[config.mk]
export PLATFORM = sky130hd
export DESIGN_NAME = rs232in_framed
export DESIGN_NICKNAME = d
export VERILOG_FILES = /design/src/rtl/rs232in_framed.sv
export SDC_FILE = /design/constraint.sdc
export NUM_CORES = 1
export LEC_CHECK = 0
export ABC_AREA = 1
export BUFFER_PORTS_ARGS = -buffer_cell sky130_fd_sc_hd__buf_2
export CAP_MARGIN = 20
export CORE_ASPECT_RATIO = 0.7
export CORE_UTILIZATION = 60
export DETAILED_ROUTE_END_ITERATION = 8
export PLACE_DENSITY_LB_ADDON = 0.15
export SYNTH_ARGS = -nofsm -noshare
export SYNTH_HDL_FRONTEND = slang
export SYNTH_SLANG_ARGS = --single-unit
[constraint.sdc]
create_clock -name clock -period 1.9 [get_ports clock]
set_input_delay 0.095 -clock clock [delete_from_list [all_inputs] [get_ports clock]]
set_output_delay 0.095 -clock clock [all_outputs]
set_load 0.03 [all_outputs]
[src/rtl/rs232in_framed.sv]
// Parametrised asynchronous serial receiver: configurable width, parity and stop bits,
// with false-start rejection, framing/parity error flags and break detection.
module rs232in_framed #(
    parameter int bps       = 57_600,
    parameter int frequency = 25_000_000,
    parameter int period    = (frequency + bps / 2) / bps,
    parameter int data_bits = 8,
    parameter int parity    = 0,
    parameter int stop_bits = 1
) (
    input  logic                 clock,
    input  logic                 reset,
    input  logic                 serial_in,
    output logic                 attention,
    output logic [data_bits-1:0] received_data,
    output logic                 framing_error,
    output logic                 parity_error,
    output logic                 break_detect
);

    localparam int TIMER_W = $clog2(3 * period / 2 + 1);
    localparam logic [TIMER_W-1:0] HALF_LOAD = TIMER_W'(period / 2 - 1);
    localparam logic [TIMER_W-1:0] FULL_LOAD = TIMER_W'(period - 1);

    localparam logic [2:0] S_IDLE   = 3'd0;
    localparam logic [2:0] S_START  = 3'd1;
    localparam logic [2:0] S_DATA   = 3'd2;
    localparam logic [2:0] S_PARITY = 3'd3;
    localparam logic [2:0] S_STOP   = 3'd4;
    localparam logic [2:0] S_WAIT   = 3'd5;

    if (data_bits < 5 || data_bits > 9) begin : g_bad_data_bits
        $error("rs232in_framed: data_bits must be 5..9");
    end
    if (parity < 0 || parity > 2) begin : g_bad_parity
        $error("rs232in_framed: parity must be 0, 1 or 2");
    end
    if (stop_bits != 1 && stop_bits != 2) begin : g_bad_stop_bits
        $error("rs232in_framed: stop_bits must be 1 or 2");
    end

    logic                 sync1_q, rxs_q;
    logic [2:0]           state_q, state_d;
    logic [TIMER_W-1:0]   timer_q, timer_d;
    logic [3:0]           bit_cnt_q, bit_cnt_d;
    logic [1:0]           stop_cnt_q, stop_cnt_d;
    logic [data_bits-1:0] shift_q, shift_d;
    logic                 ferr_acc_q, ferr_acc_d;
    logic                 perr_acc_q, perr_acc_d;
    logic                 zero_q, zero_d;
    logic                 att_q, att_d;
    logic                 brk_q, brk_d;
    logic [data_bits-1:0] data_q, data_d;
    logic                 fe_q, fe_d;
    logic                 pe_q, pe_d;
    logic                 tick_s, par_exp_s, fe_now_s, brk_now_s;

    // Next-state logic for the frame FSM, bit timer and result registers.
    always_comb begin
        state_d    = state_q;
        timer_d    = timer_q;
        bit_cnt_d  = bit_cnt_q;
        stop_cnt_d = stop_cnt_q;
        shift_d    = shift_q;
        ferr_acc_d = ferr_acc_q;
        perr_acc_d = perr_acc_q;
        zero_d     = zero_q;
        att_d      = 1'b0;
        brk_d      = 1'b0;
        data_d     = data_q;
        fe_d       = fe_q;
        pe_d       = pe_q;
        tick_s     = (timer_q == {TIMER_W{1'b0}});
        par_exp_s  = (parity == 1) ? ~^shift_q : ^shift_q;
        fe_now_s   = ferr_acc_q | ~rxs_q;
        brk_now_s  = zero_q & ~rxs_q;

        if (!tick_s) begin
            timer_d = timer_q - {{(TIMER_W-1){1'b0}}, 1'b1};
        end else begin
            timer_d = timer_q;
        end

        case (state_q)
            S_IDLE: begin
                if (!rxs_q) begin
                    timer_d = HALF_LOAD;
                    state_d = S_START;
                end else begin
                    state_d = S_IDLE;
                end
            end
            S_START: begin
                if (tick_s && rxs_q) begin
                    state_d = S_IDLE;
                end else if (tick_s) begin
                    timer_d    = FULL_LOAD;
                    bit_cnt_d  = 4'(data_bits);
                    ferr_acc_d = 1'b0;
                    perr_acc_d = 1'b0;
                    zero_d     = 1'b1;
                    state_d    = S_DATA;
                end else begin
                    state_d = S_START;
                end
            end
            S_DATA: begin
                if (tick_s) begin
                    shift_d   = {rxs_q, shift_q[data_bits-1:1]};
                    zero_d    = zero_q & ~rxs_q;
                    timer_d   = FULL_LOAD;
                    bit_cnt_d = bit_cnt_q - 4'd1;
                    if (bit_cnt_q == 4'd1) begin
                        stop_cnt_d = 2'(stop_bits);
                        state_d    = (parity != 0) ? S_PARITY : S_STOP;
                    end else begin
                        state_d = S_DATA;
                    end
                end else begin
                    state_d = S_DATA;
                end
            end
            S_PARITY: begin
                if (tick_s) begin
                    perr_acc_d = (rxs_q != par_exp_s);
                    zero_d     = zero_q & ~rxs_q;
                    timer_d    = FULL_LOAD;
                    state_d    = S_STOP;
                end else begin
                    state_d = S_PARITY;
                end
            end
            S_STOP: begin
                // The final stop sample publishes the whole frame in one cycle.
                if (tick_s && stop_cnt_q == 2'd1) begin
                    att_d   = 1'b1;
                    brk_d   = brk_now_s;
                    data_d  = brk_now_s ? {data_bits{1'b0}} : shift_q;
                    fe_d    = fe_now_s;
                    pe_d    = perr_acc_q;
                    state_d = fe_now_s ? S_WAIT : S_IDLE;
                end else if (tick_s) begin
                    ferr_acc_d = fe_now_s;
                    zero_d     = zero_q & ~rxs_q;
                    stop_cnt_d = stop_cnt_q - 2'd1;
                    timer_d    = FULL_LOAD;
                    state_d    = S_STOP;
                end else begin
                    state_d = S_STOP;
                end
            end
            S_WAIT: begin
                if (rxs_q) begin
                    state_d = S_IDLE;
                end else begin
                    state_d = S_WAIT;
                end
            end
            default: begin
                state_d = S_IDLE;
            end
        endcase
    end

    // Two-flop synchroniser on the raw line, reset to the idle level.
    always_ff @(posedge clock or posedge reset) begin
        if (reset) begin
            sync1_q <= 1'b1;
            rxs_q   <= 1'b1;
        end else begin
            sync1_q <= serial_in;
            rxs_q   <= sync1_q;
        end
    end

    // Frame state and registered outputs.
    always_ff @(posedge clock or posedge reset) begin
        if (reset) begin
            state_q    <= S_IDLE;
            timer_q    <= {TIMER_W{1'b0}};
            bit_cnt_q  <= 4'd0;
            stop_cnt_q <= 2'd0;
            shift_q    <= {data_bits{1'b0}};
            ferr_acc_q <= 1'b0;
            perr_acc_q <= 1'b0;
            zero_q     <= 1'b0;
            att_q      <= 1'b0;
            brk_q      <= 1'b0;
            data_q     <= {data_bits{1'b0}};
            fe_q       <= 1'b0;
            pe_q       <= 1'b0;
        end else begin
            state_q    <= state_d;
            timer_q    <= timer_d;
            bit_cnt_q  <= bit_cnt_d;
            stop_cnt_q <= stop_cnt_d;
            shift_q    <= shift_d;
            ferr_acc_q <= ferr_acc_d;
            perr_acc_q <= perr_acc_d;
            zero_q     <= zero_d;
            att_q      <= att_d;
            brk_q      <= brk_d;
            data_q     <= data_d;
            fe_q       <= fe_d;
            pe_q       <= pe_d;
        end
    end

    assign attention     = att_q;
    assign break_detect  = brk_q;
    assign received_data = data_q;
    assign framing_error = fe_q;
    assign parity_error  = pe_q;

endmodule

# --- Word level (Yosys, flattened, before mapping) ---
# Cells that the tools add are included.
totals:
  regBits: 44
  latchBits: 0
  mem_bits_rw: 0
  mem_bits_ro: 0
  in_bits: 3
  out_inout_bits: 12
  word_cells: 96
  memories: 0
op_classes:
  add_sub_neg: 3
  multipliers: 0
  n_div: 0
  n_lt_le_gt_ge: 0
  eq_ne: 15
  n_shift: 0
  mux: 42
  bitwise_logic: 3
  n_reduce_logical: 18
ops:
  columns: ["operator", "count"]
  rows:
  - ["$mux 10", 5]
  - ["$pmux 10 s4", 1]
  - ["$mux 3", 6]
  - ["$pmux 3 s6", 1]
  - ["$mux 1", 14]
  - ["$ne 2x2->1 const B", 7]
  - ["$mux 2", 6]
  - ["$mux 4", 3]
  - ["$reduce_and 4->1", 3]
  - ["$logic_not 10->1", 1]
  - ["$reduce_and 5->1", 2]
  - ["$sub 10x1->10 const B", 1]
  - ["$mux 8", 1]
  - ["$pmux 4 s2", 1]
  - ["$reduce_bool 2->1", 4]
  - ["$reduce_xor 8->1", 1]
  - ["$eq 3x2->1 const B", 2]
  - ["$eq 3x3->1 const B", 2]
  - ["$eq 4x1->1 const B", 1]
  - ["$pmux 1 s2", 2]
  - ["$pmux 2 s2", 1]
  - ["$reduce_and 2->1", 2]
  - ["$sub 4x1->4 const B", 1]
  - ["$eq 3x1->1 const B", 1]
  - ["11 further kinds", 12]

# --- Longest topological paths before layout ---
depth:
  ltp_word: 5
  ltp_mapped: 11
  mapped_depth_nobuf: 11

# --- Least setup slack after synthesis ---
# Ideal clock, no wire load.
synth_timing:
  path_kind: "flip-flop to flip-flop"
  startpoint: "reg timer_q[0]"
  endpoint: "reg timer_q[0]"
  setup_time_ns: 0.116
  arrival_ns: 1.386
  t_required_ns: 1.784
  setup_slack_ns: 0.398
  stages_incl_launch_ff: 9
  n_path_buf: 0
  synth_period_minus_slack_ns: 1.502
  cell_sequence: "dfrtp_1 inv_1 ha_1 nand3_1 nor2_4 nand2_2 ha_1 nand2_1 nand2_1"
synth_between:
  elab_chain_len: 5
  word_cells_on_any_way: 10
  classes_between: "add/sub: 1; mux: 6; reduce/logical: 3"
synth_rtl:
  columns: ["element", "line", "source"]
  rows:
  - ["from (decl)", "44", "logic [TIMER_W-1:0] timer_q, timer_d;"]
  - ["from (signal assigned)", "180", "timer_q <= {TIMER_W{1'b0}};"]
  - ["from (signal assigned)", "194", "timer_q <= timer_d;"]
  - ["$sub 10x1->10 / $logic_not 10->1 (equally long branches)", "79, 73", null]
  - ["$mux 10", "78", "if (!tick_s) begin"]
  - ["$mux 10", null, null]
  - ["$mux 10, on equally long branches", "135, 94", null]
  - ["$pmux 10 s4 *", "84", "case (state_q)"]
  - ["named net timer_d[0]", "44", null]
# Mark *: on every way through the listed nets, which the timed path passes. The rest lies on a longest branch.
# A chain may end at the register's enable or synchronous reset.

# --- Worst setup path in the final report ---
layout_timing:
  startpoint: "reg timer_q[0]"
  endpoint: "reg timer_q[8]"
# The elaborated chain is that of the path after synthesis.

==> results.json <==
{
  "outcome": "finished, final reports clean",
  "yosysUniqueCellTypes": 29,
  "required_ns": 2.10,
  "arrival_ns": 1.95,
  "pwr-share-seq_pct": 56.3,
  "port_buffers": 14,
  "cp-end-kind": "flop",
  "synth_cells": 324,
  "drive_gt1_share_pct": 13.7,
  "path_common_cell": "nand2_1",
  "cts.sinks": 44,
  "critPathMaxStageDelay_ns": 0.39,
  "tightest_slew_ns": 0.551,
  "worstSetupPathType": "reg2reg",
  "tns_ns": 0,
  "drc": 0,
  "track_usage_pct": 27.5,
  "drtIter0Drc": 195,
  "min_period_ns": 1.75,
  "vias_per_cell": 5.32,
  "htree_num_levels": 2,
  "power_frac_comb_pct": 1.8,
  "rsz0062_at_grt": "no",
  "skew_ns": 0.00767,
  "nets": 359,
  "p_clk_share_pct": 41.9,
  "register_area_um2": 1100,
  "min-delay-path-class": "reg2reg",
  "clock_latency_ns": 0.30,
  "synth_edf_count": 0,
  "holdWs_ns": 0.358,
  "grt_pass1_wl_mm": 9.20,
  "syn_avg_cell_area_um2": 7.56,
  "switching_share_pct": 20.0,
  "post_drt_wl_per_cell_um": 13.1,
  "maxSlewHeadroom_pct": 63.3,
  "setup_viol": 0,
  "maxSlewViolCount": 0,
  "max_freq_mhz": 571,
  "cts_tree": "yes",
  "netlist_area_um2": 2450,
  "die_h_um": 55.5,
  "critPathLaunchType": "flop",
  "coreArea_um2": 3920,
  "grt_overflow": 0,
  "area_growth_pct": 12.1,
  "synth_fp_nets": 333,
  "cts_max_path_buffers": 2,
  "gp_congestion": 0.936,
  "pin_count": 15,
  "grt_pass1_vias": 1937,
  "first_pass_iters": 5,
  "antenna_found_initial": 0,
  "internal-power_w": 0.00134,
  "num_antenna_cells": 0,
  "synth_seq_area_share_pct": 45.1,
  "clockRootBuffer": "clkbuf_8",
  "rows": 19,
  "cp_slowest_cell": "dfrtp_1",
  "path_cells": "inv_1 -> ha_1 -> nand3_1 -> nor2_4 -> nand3_1 -> nand2_1 -> nand4_1 -> nand2_1 -> nand2_1",
  "crit_fanout": 4,
  "finalHoldViolCount": 0,
  "fillCellCount": 312,
  "post-route-util_pct": 70.0,
  "fin_crit_sh_pct": 92.2,
  "synthFlopType": "dfrtp_1",
  "die_x_um": 78.4,
  "via_count": 2143,
  "ir_drop_v": 0.000436,
  "dieArea_um2": 4340,
  "clkTransAtPathRegs_ns": 0.08,
  "maxCapViolations": 0,
  "start_util_pct": 62.4,
  "pwr_density_cell_nw_per_um2": 610,
  "grt_max_degree": 45,
  "totalWireLength_mm": 5.27,
  "ant_nets": 0,
  "ys_ff_latch": 44,
  "place_hpwl_mm": 3.86,
  "cts_buffers": 5,
  "r2r_slack_ns": 0.15,
  "p_leak_nw": 1.39,
  "ys_warn_count": 0,
  "power_switching_w": 0.000334,
  "async_flop_share_pct": 100,
  "multiInputGateArea_um2": 1170
}
[registers in the layout (all words and copies together) (netlist names), 2 cells and up]
name	flops
state_q	3
timer_q	10
bit_cnt_q	4
stop_cnt_q	2
shift_q	8
received_data	8
[kinds of logic (layout without fill, tap and decap cells)]
group / after synthesis / after routing / share of synthesized area (%)
buffers and inverters: 48 / 75 / 7.72
XOR/XNOR: 5 / 5 / 1.79
AO/OA/AOI/OAI: 38 / 38 / 8.69
adder cells (fa/ha/maj): 6 / 6 / 3.07
flip-flops: 44 / 44 / 45.1
AND/OR/NAND/NOR: 183 / 183 / 33.7
[per-stage QoR]
stage	area, µm²	total power [W]	worst slack (ns)	instances
finish	2750	0.00167	0.148	403
global route	2750	0.00173	0.00489	403
CTS	2710	0.00169	0.191	399
detailed placement	2580	0.000989	0.213	389
global placement	2580	0.000989	0.246	389
floorplan	2450	0.000978	0.398	324
[power groups by stage]
stage	Clock (W)	Sequential (W)	Combinational (W)
2_1_floorplan	0	0.000959	0.0000186
3_3_place_gp	0	0.000961	0.0000280
6_report	0.000701	0.000942	0.0000300
3_5_place_dp	0	0.000961	0.0000283
4_1_cts	0.000714	0.000942	0.0000315
5_1_grt	0.000753	0.000942	0.0000351
[cells in the mapped netlist (4+ instances only)]
cell | count | area (µm²)
nand3_1 | 24 | 120
inv_2 | 7 | 26.3
nor2_1 | 24 | 90.1
o2111ai_1 | 4 | 35.0
ha_1 | 6 | 75.1
nand2_1 | 111 | 417
o21ai_1 | 10 | 50.1
nor2_2 | 4 | 25.0
o21ai_0 | 18 | 90.1
dfrtp_1 | 42 | 1050
nand4_1 | 9 | 56.3
inv_1 | 38 | 143
[cell type report]
cell class              instances  share of cell area, %
repair buffers                 22                   4.92
inverters                      45                   6.15
clock buffers                   7                   2.78
well taps                      52                   2.37
flip-flops and latches         44                   40.2
clock inverters                 1                   1.09
multi-input cells             232                   42.5
[per-layer routing]
layer  vias to the layer above  GRT usage, %  wire length, µm
met5                         -             0                0
met4                         0          8.20               64
met3                        10          7.27              425
met2                        88          34.6             2020
met1                       954          45.1             2760
li1                       1091             -                -
[critical path, delay by kind of cell, from the launching register on]
family | cells | cell delay, ns
buffers and inverters | 1 | 0.10
adder cells (fa/ha/maj) | 1 | 0.21
flip-flops | 1 | 0.39
AND/OR/NAND/NOR | 7 | 0.96
[placed cells by master, fill, tap and decap left out, types with 2 or more instances in the layout]
| cell | netlist | layout |
|---|---|---|
| nand2_2 | 3 | 2 |
| o21ai_0 | 18 | 18 |
| nor2_2 | 4 | 3 |
| buf_2 | 1 | 14 |
| o21ai_1 | 10 | 10 |
| dfstp_2 | 2 | 2 |
| inv_2 | 7 | 7 |
| nand3_4 | 2 | 2 |
| a21oi_1 | 3 | 3 |
| xnor2_1 | 2 | 2 |
| nor2_1 | 24 | 24 |
| inv_1 | 38 | 37 |
| nor2_4 | 2 | 3 |
| nand2_1 | 111 | 111 |
| nand4_1 | 9 | 9 |
| dlygate4sd3_1 | 0 | 2 |
| nand3_1 | 24 | 24 |
| ha_1 | 6 | 6 |
| clkbuf_8 | 0 | 5 |
| clkbuf_1 | 1 | 2 |
| dfrtp_1 | 42 | 42 |
| o2111ai_1 | 4 | 4 |
| xor2_1 | 3 | 3 |
| buf_4 | 0 | 6 |
[repair_timing]
action                                  4_1_cts  5_1_grt
hold endpoints to repair                     43        0
buffers inserted                              0        4
endpoints found under the setup margin        0        1
resized for setup                             0        2
hold buffers                                  2        0
[path summary, 6_finish.rpt]
| kind | start | end | depth (start not counted) |
|---|---|---|---|
| max | timer_q[0]$_DFF_PP0_ | timer_q[8]$_DFF_PP0_ | 9 |
| max in group asynchronous | reset | rxs_q$_DFF_PP1_ | 4 |
| min in group asynchronous | reset | received_data[1]$_DFFE_PP0P_ | 4 |
| min reg2reg | sync1_q$_DFF_PP1_ | rxs_q$_DFF_PP1_ | 0 |
| min | sync1_q$_DFF_PP1_ | rxs_q$_DFF_PP1_ | 0 |
| max reg2reg | timer_q[0]$_DFF_PP0_ | timer_q[8]$_DFF_PP0_ | 9 |
No activity file was read; power rests on OpenSTA's default activity.
